--- src/rtl/alu_exec_unit.sv ---
// Execute-stage ALU: single-cycle logic/arithmetic, iterative one-bit-per-cycle sll/srl.
// Optional signed overflow flag on add/sub when ALU_OVERFLOW_EN is defined.
module alu_exec_unit #(
    parameter int WIDTH   = 32,
    parameter int SHAMT_W = 5
) (
    input  logic               clk,
    input  logic               reset,
    input  logic               start,
    input  logic [2:0]         alu_control,
    input  logic [WIDTH-1:0]   operand_a,
    input  logic [WIDTH-1:0]   operand_b,
    input  logic [SHAMT_W-1:0] shamt,
    output logic               busy,
    output logic               done,
    output logic [WIDTH-1:0]   result,
    output logic               zero
`ifdef ALU_OVERFLOW_EN
    , output logic             overflow
`endif
);

    // state | meaning
    // IDLE  | waiting for start; single-cycle ops complete here
    // SHIFT | iterating sll/srl one bit per cycle, inputs ignored
    typedef enum logic {
        IDLE  = 1'b0,
        SHIFT = 1'b1
    } state_t;

    localparam logic [2:0] OP_ADD = 3'd0;
    localparam logic [2:0] OP_SUB = 3'd1;
    localparam logic [2:0] OP_AND = 3'd2;
    localparam logic [2:0] OP_OR  = 3'd3;
    localparam logic [2:0] OP_SLT = 3'd4;
    localparam logic [2:0] OP_SLL = 3'd6;
    localparam logic [2:0] OP_SRL = 3'd7;

    localparam logic [SHAMT_W-1:0] CNT_ONE = {{(SHAMT_W-1){1'b0}}, 1'b1};

    state_t             r_state;
    logic [WIDTH-1:0]   r_work;
    logic [SHAMT_W-1:0] r_cnt;
    logic               r_left;
    logic [WIDTH-1:0]   r_result;
    logic               r_done;

    state_t             w_state_nxt;
    logic               w_load_result;
    logic               w_start_shift;
    logic [WIDTH-1:0]   w_result_nxt;
    logic [WIDTH-1:0]   w_alu_result;
    logic [WIDTH-1:0]   w_shift_step;
    logic [WIDTH-1:0]   w_sum;
    logic [WIDTH-1:0]   w_diff;
    logic               w_lt;
    logic               w_is_shift;

    assign w_sum        = operand_a + operand_b;
    assign w_diff       = operand_a - operand_b;
    assign w_lt         = $signed(operand_a) < $signed(operand_b);
    assign w_is_shift   = (alu_control == OP_SLL) || (alu_control == OP_SRL);
    assign w_shift_step = r_left ? (r_work << 1) : (r_work >> 1);

    // Shift codes only reach this path with shamt == 0, so they pass operand_b through.
    always_comb begin
        w_alu_result = '0;
        case (alu_control)
            OP_ADD:         w_alu_result = w_sum;
            OP_SUB:         w_alu_result = w_diff;
            OP_AND:         w_alu_result = operand_a & operand_b;
            OP_OR:          w_alu_result = operand_a | operand_b;
            OP_SLT:         w_alu_result = {{(WIDTH-1){1'b0}}, w_lt};
            OP_SLL, OP_SRL: w_alu_result = operand_b;
            default:        w_alu_result = '0;
        endcase
    end

    always_comb begin
        w_state_nxt   = r_state;
        w_load_result = 1'b0;
        w_start_shift = 1'b0;
        w_result_nxt  = '0;
        case (r_state)
            IDLE: begin
                if (start) begin
                    if (w_is_shift && (shamt != '0)) begin
                        w_start_shift = 1'b1;
                        w_state_nxt   = SHIFT;
                    end else begin
                        w_load_result = 1'b1;
                        w_result_nxt  = w_alu_result;
                    end
                end
            end
            SHIFT: begin
                if (r_cnt == CNT_ONE) begin
                    w_load_result = 1'b1;
                    w_result_nxt  = w_shift_step;
                    w_state_nxt   = IDLE;
                end
            end
            default: w_state_nxt = IDLE;
        endcase
    end

    always_ff @(posedge clk or posedge reset) begin
        if (reset) begin
            r_state <= IDLE;
        end else begin
            r_state <= w_state_nxt;
        end
    end

    always_ff @(posedge clk or posedge reset) begin
        if (reset) begin
            r_work   <= '0;
            r_cnt    <= '0;
            r_left   <= 1'b0;
            r_result <= '0;
            r_done   <= 1'b0;
        end else begin
            r_done <= w_load_result;
            if (w_load_result) begin
                r_result <= w_result_nxt;
            end
            if (w_start_shift) begin
                r_work <= operand_b;
                r_cnt  <= shamt;
                r_left <= (alu_control == OP_SLL);
            end else if (r_state == SHIFT) begin
                r_work <= w_shift_step;
                r_cnt  <= r_cnt - CNT_ONE;
            end
        end
    end

`ifdef ALU_OVERFLOW_EN
    logic r_ovf;
    logic w_ovf_nxt;

    // Only a single-cycle add/sub can set the flag; a finishing shift clears it.
    always_comb begin
        w_ovf_nxt = 1'b0;
        if (r_state == IDLE) begin
            if (alu_control == OP_ADD) begin
                w_ovf_nxt = (operand_a[WIDTH-1] == operand_b[WIDTH-1]) &&
                            (w_sum[WIDTH-1] != operand_a[WIDTH-1]);
            end else if (alu_control == OP_SUB) begin
                w_ovf_nxt = (operand_a[WIDTH-1] != operand_b[WIDTH-1]) &&
                            (w_diff[WIDTH-1] != operand_a[WIDTH-1]);
            end
        end
    end

    always_ff @(posedge clk or posedge reset) begin
        if (reset) begin
            r_ovf <= 1'b0;
        end else if (w_load_result) begin
            r_ovf <= w_ovf_nxt;
        end
    end

    assign overflow = r_ovf;
`endif

    assign busy   = (r_state == SHIFT);
    assign done   = r_done;
    assign result = r_result;
    assign zero   = (r_result == '0);

endmodule

--- config.mk ---
export PLATFORM = sky130hd
export DESIGN_NAME = alu_exec_unit
export DESIGN_NICKNAME = d
export VERILOG_FILES = /design/src/rtl/alu_exec_unit.sv
export SDC_FILE = /design/constraint.sdc
export NUM_CORES = 1
export LEC_CHECK = 0
export BUFFER_PORTS_ARGS = -buffer_cell sky130_fd_sc_hd__buf_2
export CAP_MARGIN = 15
export CELL_PAD_IN_SITES_DETAIL_PLACEMENT = 1
export CELL_PAD_IN_SITES_GLOBAL_PLACEMENT = 1
export CORE_MARGIN = 2
export CORE_UTILIZATION = 35
export CTS_CLUSTER_DIAMETER = 80
export DETAILED_ROUTE_END_ITERATION = 8
export PLACE_DENSITY = 0.73
export SLEW_MARGIN = 10
export SYNTH_ARGS = -nofsm -noshare
export SYNTH_HDL_FRONTEND = slang
export SYNTH_SLANG_ARGS = --single-unit
--- constraint.sdc ---
create_clock -name clk -period 7.3 [get_ports clk]
set_clock_uncertainty 0.1 [all_clocks]
set_input_delay 1.46 -clock clk [delete_from_list [all_inputs] [get_ports clk]]
set_output_delay 1.46 -clock clk [all_outputs]
set_load 0.05 [all_outputs]
# == After elaboration in Yosys (flattened, before gate mapping) ==
# Index checks and enable logic that the tools add are counted.
# totals
ff_bits,72
output_inout_bits,35
wordCells,46
# classes
n_addsub,3
n_lt_le_gt_ge,1
n_eq_ne,7
n_mux,19
bitwise_logic,3
reduce_logical,7
# ops
op,n
$mux 32,6
$pmux 32 s6,1
$pmux 32 s2,1
$add 32x32->32,1
$and 32x32->32,1
$logic_not 32->1,1
$lt 32x32->1,1
$or 32x32->32,1
$sub 32x32->32,1
$mux 5,2
$eq 3x3->1 const B,3
$mux 1,7
$eq 3x2->1 const B,2
$eq 5x1->1 const B,1
$reduce_bool 5->1,1
$sub 5x1->5 const B,1
$pmux 1 s2,2
$eq 3x1->1 const B,1
$logic_not 3->1,1
$reduce_bool 2->1,1
$reduce_or 2->1,1
$logic_and 1x1->1,1
$logic_or 1x1->1,1
$not 1->1,1

# == Logic depth before layout (Yosys ltp) ==
# depth
depth_word,7
depth_mapped,13
ltp_nobuf,13

# == Least setup slack after synthesis ==
# OpenSTA, ideal clock, no wires.
# synth_timing
kind,input -> register
startpoint,input port operand_b[1]
endpoint,"register r_result[23], in the netlist result[23]"
setup_ns,0.128
arrival_time_ns,3.811
required_ns,7.072
path_slack_ns,3.261
path_stages,11
n_path_buf,0
cell_sequence,inv_1 -> ha_1 -> o21ba_1 -> a2111o_1 -> a31o_2 -> a2111oi_4 -> or2_1 -> a31oi_1 -> a221o_1 -> a22oi_1 -> o21ai_1
# synth_via
elab_chain_cells,5
elab_cells_between_ends,6
# synth_rtl
element,line_no,rtl
from (decl),12,"input logic [WIDTH-1:0] operand_b,"
$sub 32x32->32 / $add 32x32->32 (equally long branches),"60, 59",
$pmux 32 s6 *,68,case (alu_control)
$mux 32 *,87,if (w_is_shift && (shamt != '0)) begin
$mux 32 *,86,if (start) begin
$pmux 32 s2 *,84,case (r_state)
to (signal assigned),125,r_result <= w_result_nxt;
to (decl),45,logic [WIDTH-1:0] r_result;
# Every way passes the cells marked *; elsewhere a longest branch is shown, timed or not.
# A chain may end at the register's enable or synchronous reset.

# == Worst setup path after layout ==
# layout_timing
startpoint,input port operand_b[2]
endpoint,"register r_result[26], in the netlist result[26]"
# The elaborated chain is that of the path after synthesis.

==> metrics.md <==
| Metric | Value |
|---|---|
| Outcome | complete, no violations |
| Total congestion overflow | 0 |
| Predominant post-synthesis flop cell | dfrtp_1 |
| Setup WS pre-CTS | roughly 2.7 ns |
| Final ANT Viol Nets | 0 |
| Most frequent cells in the layout | o21ai_0, nand2_1, buf_2 |
| RSZ-0062 raised after global routing | no |
| Clk pin slew, worst setup/hold paths | ~0.060 ns |
| Register bit total from synthesis | roughly 70 |
| Post-CTS Setup Bufs | 0 |
| Die area | about 26000 sq um |
| Syn_nets | approximately 1400 |
| TritonRoute pass-1 iters | 6 |
| Total CTS buffers | 9 |
| RePlAce Congestion | between 0.9 and 1 |
| CP Data Arrival Time | 4.50 ns |
| Num rows | between 50 and 60 |
| Peak VDD IR | approximately 0.16 mV |
| Achievable frequency | ~230 MHz |
| Avg WL per Cell | just over 20 um |
| Initial antenna violation count | 0 |
| Vias in the first global route | 9145 |
| Diodes inserted | 0 |
| Worst-path cell chain | buf_2 -> inv_1 -> ha_1 -> nand2b_1 -> a211o_1 -> a211oi_1 -> a221oi_1 -> o41ai_2 -> a21oi_1 -> o21ai_1 -> a211oi_1 -> nor3_1 |
| Core area | 24400 sq um |
| Gate Count Post-Synth | roughly 1200 |
| Hold Path Class | reg2reg |
| Clock Tree Buf Depth | 2 |
| Via Count | 9040 |
| Pwr Density | between 200 and 300 nW/um^2 |
| Crit end category | flip-flop |
| Mapped Area | between 8000 and 9000 sq um |
| CTS tree | built |
| Synth unique cells | 82 |
| Max_cap viols | 0 |
| CP Max Fanout | 8 |
| Final #Nets | 1407 |
| Fraction of final layout cells with drive strength greater than 1 | between 15 and 20% |
| Post-synth EDFFs | 0 |
| Port Buffers | between 100 and 150 |
| Util after Layout | between 30% and 40% |
| Fin. max-slew vios | 0 |
| Cts-stage hold buffer count | 0 |
| Dpl hpwl | around 24 mm |
| Initial Util | a little over a third |
| Setup Viol. Count Final | 0 |
| Initial DRC count | between 700 and 800 |
| Most common cell after layout, fill and taps aside | o21ai_0 |
| Fin crit share | about three fifths |
| Clock sink count | 72 |
| First-pass GRT wire length | 51.4 mm |
| Kind of cell adding the most delay to the critical path | compound AO/OA/AOI/OAI gates |
| DR vias/cell | just under 6 |
| Die width | approximately 160 um |
| Die height | 162 um |
| CTS H-tree depth | 3 |
| WL final | approximately 32 mm |
| Area delta synth->final | 11.5% |
| Async set-or-reset flop fraction in the synthesized netlist | 100% |
| Worst Setup Path Type | in2reg |
| Clock latency on the worst-skew pair | around 0.35 ns |
| Critical path buffers and inverters | 2 |
| Ys Warns | 0 |
| Worst path slowest cell | o41ai_2 |
| Largest net degree at the start of global routing | slightly below 80 |
| Post_cts resized | 0 |
| Slew @ Worst Pin | around 1.2 ns |
| All-Layer GR Usage | 24.7% |
| Max stage delay on crit path | between 0.4 and 0.5 ns |
| Io pins | 110 |
| Clock root buffer | clkbuf_16 |
| Setup TNS | 0 ns |
| Critical path required time | 7.46 ns |
| Leakage | between 4 and 5 nW |
| Most common cell on crit path | a211oi_1 |
| Count of final hold-check violations | 0 |
| Setup WS post-layout | around 3.0 ns |
| Syn_area_per_cell | roughly 7.4 sq um |
| Seq/Total Area, Yosys | 20.7% |
| Min cycle time layout | between 4 and 5 ns |
| Setup crit start kind | input pin |
| Worst slew margin | a little under a quarter |
| Residual DRC | 0 |
## cell type report
| cell class | instances | area [sq um] |
|---|---|---|
| fillers | 3083 | 14700 |
| multi-input cells | 925 | 6220 |
| flip-flops and latches | 72 | 1800 |
| repair buffers | 119 | 621 |
| well taps | 324 | 405 |
| inverters | 98 | 368 |
| clock buffers | 11 | 253 |
| clock inverters | 5 | 31.3 |
## through the flow
step / area [sq um] / total power [W] / std cells / hold WS, ns
3_5_place_dp: 9410 / 0.00200 / 1538 / 0.435
3_3_place_gp: 9410 / 0.00197 / 1538 / 0.404
5_1_grt: 9700 / 0.00261 / 1554 / 0.478
2_1_floorplan: 8700 / 0.00159 / 1176 / 0.371
6_report: 9700 / 0.00246 / 1554 / 0.438
4_1_cts: 9700 / 0.00246 / 1554 / 0.446
## path summary, 6_finish.rpt
path	cells after the start	to	startpoint	slack [ns]
min in group asynchronous	3	r_work[5]$_DFFE_PP0P_	reset	1.33
worst min register to register	1	r_cnt[2]$_DFFE_PP0P_	r_cnt[2]$_DFFE_PP0P_	0.44
worst min-delay path	1	r_cnt[2]$_DFFE_PP0P_	r_cnt[2]$_DFFE_PP0P_	0.44
worst max register to register	10	result[28]$_DFFE_PP0P_	r_cnt[0]$_DFFE_PP0P_	3.95
max in group asynchronous	3	busy$_DFF_PP0_	reset	5.07
worst max-delay path	12	result[26]$_DFFE_PP0P_	operand_b[2]	2.96
## metal layers
layer  up-vias  track usage (%)  wire (um)
li1       4295                -          -
met4         0             7.20        714
met3        42             3.95       1670
met5         -                0          0
met2       244             40.4      14800
met1      4459             33.5      15100
## cell usage after synthesis (4+ instances only)
cell type  instances  area, sq um
o31ai_1           10         75.1
o311ai_0           4         35.0
nand3_1           10         50.1
mux2i_1            7         70.1
o21ai_0          137          686
mux2_2            32          360
a22oi_1           28          210
or3_1             12         75.1
a222oi_1          13          130
ha_1             105         1310
o21bai_1           6         45.0
and3_1             5         31.3
nand2_1          134          503
a21oi_1           98          490
buf_1              7         26.3
nor2b_1           10         62.6
a221o_1            4         40.0
or2_1              4         25.0
a21o_1             9         67.6
inv_1             96          360
nor3_1            18         90.1
dfrtp_1           72         1800
nand4_1            6         37.5
and2_1             6         37.5
o21a_1             8         60.1
clkbuf_1          66          248
nor2_1            93          349
a211oi_1          15          113
o21ai_1           18         90.1
buf_2              7         35.0
o211ai_1          10         75.1
nand2b_1           4         25.0
a31o_2             4         35.0
nor4_1            12         75.1
a221oi_1           7         61.3
xnor2_1           16          140
xor2_1             5         43.8
a31oi_1           12         75.1
## flip-flops by register name (all words and copies together) (netlist names)
name / flops
done: 1
r_cnt: 5
r_left: 1
busy: 1
result: 32
r_work: 32
## cells by family (layout without fill, tap and decap cells)
| family | count (synthesis) | after routing | share of synthesized area [%] |
|---|---|---|---|
| buf+inv | 179 | 233 | 7.91 |
| xor+xnor | 21 | 21 | 2.11 |
| mux | 39 | 39 | 4.95 |
| compound gates | 422 | 422 | 30.9 |
| flops | 72 | 72 | 20.7 |
| simple gates | 336 | 336 | 17.9 |
| fa+ha+maj | 107 | 107 | 15.6 |
## power by group
part / total [W] / internal [W] / leakage [nW] / switching [W]
registers: 0.000697 / 0.000549 / 0.948 / 0.000148
clock network: 0.000447 / 0.000248 / 0.141 / 0.000199
logic: 0.00131 / 0.000420 / 3.46 / 0.000894
Note: power is estimated with default switching activity, not from simulation.
